**src/rtl/sdram_segment_responder.sv**
```systemverilog
// Avalon-MM style SDRAM stand-in for the TCAM controller: on-chip segment RAM cleared after reset,
// fixed-latency in-order reads, bounded outstanding reads and periodic refresh stalls.
module sdram_segment_responder #(
  parameter int DATA_BITS      = 10,
  parameter int FRAGMENTS      = 5,
  parameter int FRAG_BITS      = 3,
  parameter int IDWID          = 2,
  parameter int MASKWID        = 5,
  parameter int RD_LATENCY     = 3,
  parameter int MAX_PEND       = 2,
  parameter int REFRESH_PERIOD = 64,
  parameter int REFRESH_CYCLES = 4,
  localparam int ADDR_WID      = FRAG_BITS + DATA_BITS / FRAGMENTS,
  localparam int SEGWID        = 2 + 2 * IDWID + MASKWID + DATA_BITS
) (
  input  logic                CLK,
  input  logic                RESET,
  input  logic                SDRAM_READ,
  input  logic                SDRAM_WRITE,
  input  logic [ADDR_WID-1:0] SDRAM_ADDRESS,
  input  logic [SEGWID-1:0]   SDRAM_WRITEDATA,
  output logic [SEGWID-1:0]   SDRAM_READDATA,
  output logic                SDRAM_WAITREQUEST,
  output logic                SDRAM_READDATAVALID,
  output logic                INIT_DONE,
  output logic                PROTO_ERR
);

  localparam int DEPTH   = 2 ** ADDR_WID;
  localparam int PEND_W  = $clog2(MAX_PEND + 1);
  localparam int REF_W   = (REFRESH_PERIOD > 1) ? $clog2(REFRESH_PERIOD) : 1;
  localparam int STALL_W = (REFRESH_CYCLES > 1) ? $clog2(REFRESH_CYCLES) : 1;

  typedef enum logic [1:0] {ST_INIT, ST_RUN, ST_REFRESH} state_t;

  state_t              state;
  state_t              state_nxt;
  logic [SEGWID-1:0]   mem [DEPTH];
  logic [ADDR_WID-1:0] clr_ptr;
  logic [PEND_W-1:0]   pend;
  logic [REF_W-1:0]    ref_cnt;
  logic [STALL_W-1:0]  stall_cnt;
  logic [RD_LATENCY-1:0] pipe_vld;
  logic [SEGWID-1:0]   pipe_data [RD_LATENCY];
  logic                init_done;
  logic                proto_err;
  logic                wait_req;
  logic                acc;
  logic                wr_acc;
  logic                rd_acc;
  logic                ret_vld;
  logic                ref_hit;
  logic                clr_end;
  logic                stall_end;

  // Stall decision uses registered state only, so it never depends on the incoming command.
  assign wait_req  = (state != ST_RUN) || (pend == PEND_W'(MAX_PEND));
  assign acc       = (SDRAM_READ || SDRAM_WRITE) && !wait_req;
  assign wr_acc    = acc && SDRAM_WRITE;
  assign rd_acc    = acc && !SDRAM_WRITE;
  assign ret_vld   = pipe_vld[RD_LATENCY-1];
  assign ref_hit   = (REFRESH_PERIOD != 0) && (ref_cnt == REF_W'(REFRESH_PERIOD - 1));
  assign clr_end   = (clr_ptr == ADDR_WID'(DEPTH - 1));
  assign stall_end = (stall_cnt == STALL_W'(REFRESH_CYCLES - 1));

  always_comb begin
    state_nxt = state;
    case (state)
      ST_INIT:    if (clr_end) state_nxt = ST_RUN;
      ST_RUN:     if (ref_hit) state_nxt = ST_REFRESH;
      ST_REFRESH: if (stall_end) state_nxt = ST_RUN;
      default:    state_nxt = ST_INIT;
    endcase
  end

  always_ff @(posedge CLK) begin
    if (RESET) begin
      state     <= ST_INIT;
      clr_ptr   <= '0;
      ref_cnt   <= '0;
      stall_cnt <= '0;
      pend      <= '0;
      pipe_vld  <= '0;
      init_done <= 1'b0;
      proto_err <= 1'b0;
    end else begin
      state <= state_nxt;
      if (state == ST_INIT) clr_ptr <= clr_ptr + ADDR_WID'(1);
      if (state == ST_RUN) ref_cnt <= ref_hit ? '0 : ref_cnt + REF_W'(1);
      if (state == ST_REFRESH) stall_cnt <= stall_end ? '0 : stall_cnt + STALL_W'(1);
      if (state_nxt == ST_RUN) init_done <= 1'b1;
      if (acc && SDRAM_READ && SDRAM_WRITE) proto_err <= 1'b1;
      if (rd_acc && !ret_vld) pend <= pend + PEND_W'(1);
      else if (!rd_acc && ret_vld) pend <= pend - PEND_W'(1);
      pipe_vld[0] <= rd_acc;
      for (int i = 1; i < RD_LATENCY; i++) pipe_vld[i] <= pipe_vld[i-1];
    end
  end

  // Read data is captured at accept time, so later writes to the same address cannot leak in.
  always_ff @(posedge CLK) begin
    pipe_data[0] <= mem[SDRAM_ADDRESS];
    for (int i = 1; i < RD_LATENCY; i++) pipe_data[i] <= pipe_data[i-1];
  end

  always_ff @(posedge CLK) begin
    if (!RESET) begin
      if (state == ST_INIT) mem[clr_ptr] <= '0;
      else if (wr_acc) mem[SDRAM_ADDRESS] <= SDRAM_WRITEDATA;
    end
  end

  assign SDRAM_WAITREQUEST   = wait_req;
  assign SDRAM_READDATAVALID = ret_vld;
  assign SDRAM_READDATA      = ret_vld ? pipe_data[RD_LATENCY-1] : '0;
  assign INIT_DONE           = init_done;
  assign PROTO_ERR           = proto_err;

endmodule

```
**config.mk**
```make
export PLATFORM = sky130hd
export DESIGN_NAME = sdram_segment_responder
export DESIGN_NICKNAME = d
export VERILOG_FILES = /design/src/rtl/sdram_segment_responder.sv
export SDC_FILE = /design/constraint.sdc
export NUM_CORES = 1
export LEC_CHECK = 0
export CAP_MARGIN = 20
export CORE_MARGIN = 2
export CORE_UTILIZATION = 56
export CTS_CLUSTER_SIZE = 12
export DETAILED_ROUTE_END_ITERATION = 10
export PLACE_DENSITY = 0.75
export SYNTH_ARGS = -nofsm -noshare
export SYNTH_HDL_FRONTEND = slang
export SYNTH_SLANG_ARGS = --single-unit
```
**constraint.sdc**
```tcl
create_clock -name CLK -period 2.9 [get_ports CLK]
set_input_delay 0.58 -clock CLK [delete_from_list [all_inputs] [get_ports CLK]]
set_output_delay 0.58 -clock CLK [all_outputs]
set_load 0.005 [all_outputs]
```
After elaboration in Yosys (flattened, before gate mapping):

Memory sizes are Yosys's and may differ from the RTL's.
Index checks and enable logic that the tools add are counted.

* equal/unequal tests: 8
* muxes and demuxes: 19
* reduce and logical (&&, ||, !) cells: 16
* add/sub/neg operators: 5

Operators by type and width (count)
* $mux 21: 2
* $reduce_or 21->1: 1
* $mux 2: 6
* $mux 1: 8
* $logic_and 1x1->1: 7
* $add 6x1->6 const B: 1
* $eq 2x2->1 const B: 3
* $eq 6x6->1 const B: 1
* $mux 6: 1
* $pmux 2 s3: 1
* $add 5x1->5 const B: 1
* $eq 5x5->1 const B: 1
* $mux 5: 1
* $add 2x1->2 const B: 2
* $eq 2x1->1 const B: 2
* $logic_not 1->1: 4
* $logic_not 2->1: 1
* $logic_or 1x1->1: 2
* $ne 2x1->1 const B: 1
* $reduce_bool 2->1: 1
* $sub 2x1->2 const B: 1

* register bits after elaboration: 22
* bits in writable memories: 735
* output and inout port bits: 25
* input port bits: 30
* memories: 2

Memory list
* mem: depth 32, bits a word 21, read ports 1, clocked after memory_dff 0, wr ports 1, RTL line 38 `logic [SEGWID-1:0] mem [DEPTH];`
* pipe_data: depth 3, bits a word 21, read ports 3, clocked after memory_dff 0, wr ports 3, RTL line 44 `logic [SEGWID-1:0] pipe_data [RD_LATENCY];`

Depth between registers and ports, before layout:

Gate-level depths: netlist of the first run.

* depth in word-level cells: 11
* gate-level depth with buffers: 8
* depth with buffers taken out: 7

Worst setup path after synthesis of the first run:

Ideal clock, no wire load.

* path kind: input to register
* from: in SDRAM_ADDRESS[1]
* to: mem mem[24][0] in the netlist's numbering (enable)
* buffers on the path: 4
* slack: 0.076 ns
* required time: 2.501 ns
* arrival: 2.426 ns
* library setup time: 0.399 ns
* stages on the path: 7
* path through: buf_4 -> buf_6 -> buf_6 -> buf_4 -> nor3_2 -> o21ai_2 -> nor2_1

* cells in the longest elaborated chain, start to end: 1

Ends and longest elaborated chain
* start, declared: RTL line 20 `input logic [ADDR_WID-1:0] SDRAM_ADDRESS,`
* $mux 5 (no source line)
* end, declared: RTL line 38

Every way passes these cells.

Worst setup path after layout of the first run:

* from: reg pipe_vld[2]
* to: out SDRAM_READDATA[1]

* cells in the longest elaborated chain, start to end: 1

Ends and longest elaborated chain
* start, declared: RTL line 43 `logic [RD_LATENCY-1:0] pipe_vld;`
* start signal, assigned: RTL line 83 `pipe_vld <= '0;`
* $mux 21: RTL line 115 `assign SDRAM_READDATA = ret_vld ? pipe_data[RD_LATENCY-1] : '0;`
* end, declared: RTL line 22 `output logic [SEGWID-1:0] SDRAM_READDATA,`

Every way passes these cells.

==> results of run 1 <==
## cells by family (layout without fill, tap and decap cells)
family / Yosys count / in the layout / synth area share, %
flip-flops: 757 / 757 / 75.6
multiplexers: 337 / 337 / 11.7
AND/OR/NAND/NOR: 254 / 254 / 4.71
AO/OA/AOI/OAI: 220 / 220 / 5.43
buffers and inverters: 104 / 321 / 2.14
XOR/XNOR: 7 / 7 / 0.212
adder cells (fa/ha/maj): 5 / 5 / 0.216
other: 0 / 2 / 0
## synthesized netlist by cell type, drive strengths merged
cell and n:
a21oi 32, a22oi 147, a31oi 28, a32oi 1, a41oi 1, and2 43
and2b 1, and3 24, and4b 2, buf 74, clkbuf 22, dfxtp 85
edfxtp 672, ha 5, inv 8, mux2i 337, nand2 36, nand2b 3
nand3 65, nand4 3, nand4b 1, nor2 51, nor2b 5, nor3 8
nor3b 5, nor4 2, nor4b 1, o21ai 9, o22a 1, o31a 1
or2b 1, or3 3, xnor2 1, xor2 6
## flip-flops by register name, indices dropped and copies added (netlist names)
name / flops
pipe_data: 63
pend: 2
ref_cnt: 6
PROTO_ERR: 1
pipe_vld: 3
state: 2
clr_ptr: 5
INIT_DONE: 1
stall_cnt: 2
mem: 672
## layer usage
metal | global-route usage [%] | up-vias | wire length, um
met4 | 7.04 | 0 | 1400
met1 | 33.5 | 7892 | 25800
met2 | 38.7 | 643 | 30800
li1 | - | 6935 | -
met5 | 0 | - | 0
met3 | 4.52 | 96 | 4920
## final cells by class
type,instances,share of cell area (%)
Tap cell,680,2.53
Inverter,8,0.0891
Sequential cell,757,64.9
Antenna cell,2,0.0149
Timing Repair Buffer,186,6.51
Multi-Input combinational cell,823,19.4
Clock buffer,114,6.26
Clock inverter,13,0.275
## worst max path at each step
stage                              to  cells after the start
floorplan                  mem[24][0]                      7
global placement           mem[15][2]                      6
detailed placement         mem[19][8]                      6
CTS                 SDRAM_READDATA[4]                      3
global route        SDRAM_READDATA[1]                      3
finish              SDRAM_READDATA[1]                      3
## metrics by stage
| step | power (W) | setup WS, ns | instances |
|---|---|---|---|
| 2_1_floorplan | 0.0126 | 0.0757 | 1684 |
| 3_3_place_gp | 0.0129 | -0.251 | 2450 |
| 3_5_place_dp | 0.0129 | -0.203 | 2452 |
| 4_1_cts | 0.0216 | 0.109 | 2579 |
| 5_1_grt | 0.0221 | 0.0605 | 2581 |
| 6_report | 0.0215 | 0.178 | 2583 |
## power by group
group | internal (W) | switching (W)
registers | 0.0119 | 0.0000513
logic | 0.000319 | 0.000478
clock network | 0.00501 | 0.00380
total | 0.0172 | 0.00433
==> qor_table.md, run 1 <==
| Step | Metric | This run |
|---|---|---|
| outcome | Outcome | finished, final reports clean |
| job | Number of max-capacitance violations reported | 0 |
| sta | Worst hold margin | 0.323 ns |
| floorplan | Placeable core area | 51200 um2 |
| clock network | Clock Path Buffers | 3 |
| placement | Routability congestion estimate | 0.824 |
| yosys | Net count of the mapped netlist | 1719 |
| yosys | #FFs+latches synth | 757 |
| min path | Worst hold path cell count | 0 |
| min path | Hold EP | pipe_data[0][59] |
| worst setup path | Worst Setup Path Type | reg2out |
| drt | Routed wire length | 63.0 mm |
| worst setup path | Critical-path cell list | buf_4 -> and2_1 -> clkdlybuf4s50_1 |
| worst setup path | Buffer and inverter count on the worst path | 2 |
| worst setup path | Critical path fanouts, max | 13 |
| clock network | Resize count post-CTS | 0 |
| clock network | Clock transition at path regs | 0.05 ns |
| worst setup path | Required @ worst endpoint | 2.32 ns |
| drt | Number of antenna-violating nets in the routed design | 0 |
| drt | Number of DRC markers after the initial detailed-route iteration | 1823 |
| power and ir drop | P per Cell Area | 639 nW/um2 |
| cells and area | Leading cell types in the layout, fill and taps excluded | 672 x edfxtp_1, 337 x mux2i_1, 147 x a22oi_1 |
| yosys | Area share of the largest cell type after synthesis | 69.7% |
| placement | Area after detailed placement | 31500 um2 |
| clock network | Total clock sinks | 757 |
| clock network | CTS buffer count | 75 |
| global routing | Antenna violations before repair | 1 |
| sta | Post-Route Skew | 0.0216 ns |
| cells and area | Multi-input logic area | 6530 um2 |
| worst setup path | Critical path launch point | pipe_vld[2] |
| worst setup path | Worst reg2reg path endpoint | mem[22][9] |
| cells and area | Fillers | 3372 |
| global routing | Via count of the first global-routing pass | 15527 |
| yosys | Share of synthesized area occupied by flip-flops and latches | 75.6% |
| global routing | Largest net degree at the start of global routing | 69 |
| sta | Total negative setup slack | 0 ns |
| cells and area | Finished Cell Area | 33700 um2 |
| worst setup path | Register-to-register setup slack | 0.42 ns |
| yosys | Area contributors post-synth | edfxtp_1 70%, mux2i_1 12%, dfxtp_1 5.9% |
| drt | Mean routed wirelength per cell | 24.4 um |
| floorplan | Starting density of the core | 56.5% |
| clock network | Post-CTS setup buffers | 0 |
| worst setup path | Worst r2r path cells | 8 |
| cells and area | Area Overhead vs Synth | 16.5% |
| min path | HP Start | pipe_data[0][38] |
| placement | Buffers on Ports | 54 |
| cells and area | # nets final | 1886 |
| worst setup path | CP arrival | 2.14 ns |
| global routing | Wire length of the first global-routing pass | 94.7 mm |
| sta | Achievable Freq | 367 MHz |
| cells and area | Share of post-route cells with drive strength above 1 | 14.5% |
| placement | DPL Wire Length | 38.5 mm |
| sta | Setup repair after global routing missed its margin | no |
| min path | Path category of the worst min-delay check | reg2reg |
| yosys | Mean Syn Cell Area | 17.2 um2 |
| drt | Total via count after detailed routing | 15566 |
| cells and area | Area of all sequential standard cells | 21900 um2 |
| worst setup path | Delay of the slowest cell on the worst path | 0.63 ns |
| drt | Via density | 6.03 |
| sta | Measured slew at the worst slew-check pin | 1.06 ns |
| power and ir drop | Static power due to leakage | 10.8 nW |
| sta | Final min period | 2.72 ns |
| yosys | Number of library cell types mapped by synthesis | 48 |
| clock network | Hold_buf cts | 0 |
| global routing | Global-route usage over all layers | 24.0% |
| sta | Slew Limit Headroom | 29.3% |
| yosys | Gate count after technology mapping | 1684 |
| cells and area | Most common cell after layout, fill and taps aside | edfxtp_1 |
| worst setup path | Largest delay share family, worst path | buffers and inverters |
| global routing | GRT overflow | 0 |
| power and ir drop | Peak ir drop on the vdd network | 0.000442 V |
| worst setup path | Type of element capturing the critical path | output port |
| floorplan | Die Ht | 231 um |
| sta | Post-route fraction of the period consumed by the critical path | 93.9% |
| worst setup path | Slowest-stage cell, CP | dfxtp_1 |
| yosys | Yosys warning count | 0 |
| clock network | H-tree depth | 3 |
| floorplan | Die area | 53500 um2 |
| floorplan | Die Wd | 231 um |
| worst setup path | RR Startpoint | pend[0] |
| yosys | Yosys top cell by area | edfxtp_1 |
| clock network | CTS Root Buffer Type | clkbuf_16 |
| cells and area | Final Core Density | 65.8% |
| floorplan | Top-Level Pins | 55 |
| clock network | Later-pin clock latency in the skew report | 0.60 ns |
| sta | Number of setup violations in the final report | 0 |
| sta | Pins Over Slew Limit | 0 |
| clock network | CTS tree | done |
| yosys | Post-Synthesis Cell Area | 28900 um2 |
| drt | First drt pass iteration count | 6 |
| worst setup path | Type of element launching the critical path | flop |
| drt | Remaining routing DRC violations | 0 |
| floorplan | Cell row count | 83 |
| sta | Final hold violations | 0 |
(Power assumes the default switching activity.)
==> run 2: changes to the inputs <==
==> constraint.sdc (replaced) <==
create_clock -name CLK -period 2.9 [get_ports CLK]
set_input_delay 0.58 -clock CLK [delete_from_list [all_inputs] [get_ports CLK]]
set_output_delay 0.58 -clock CLK [all_outputs]
set_load 0.01 [all_outputs]
==> results of run 2 <==
The final DEF is identical to that of run 1. Status: finished, final reports clean.
Main changes from that run: setup slack after layout 0.178 ns -> 0.143 ns
==> run 3: changes to the inputs <==
--- a/config.mk
+++ b/config.mk
@@ -5,12 +5,14 @@
 export SDC_FILE = /design/constraint.sdc
 export NUM_CORES = 1
 export LEC_CHECK = 0
+export ABC_CLOCK_PERIOD_IN_PS = 2900
 export CAP_MARGIN = 20
 export CORE_MARGIN = 2
 export CORE_UTILIZATION = 56
 export CTS_CLUSTER_SIZE = 12
 export DETAILED_ROUTE_END_ITERATION = 10
 export PLACE_DENSITY = 0.75
+export SKIP_CTS_REPAIR_TIMING = 1
 export SYNTH_ARGS = -nofsm -noshare
 export SYNTH_HDL_FRONTEND = slang
 export SYNTH_SLANG_ARGS = --single-unit
==> results of run 3 <==
The final DEF is identical to that of run 1. Status: finished, final reports clean.
Main changes from that run: setup slack after layout 0.178 ns -> 0.143 ns
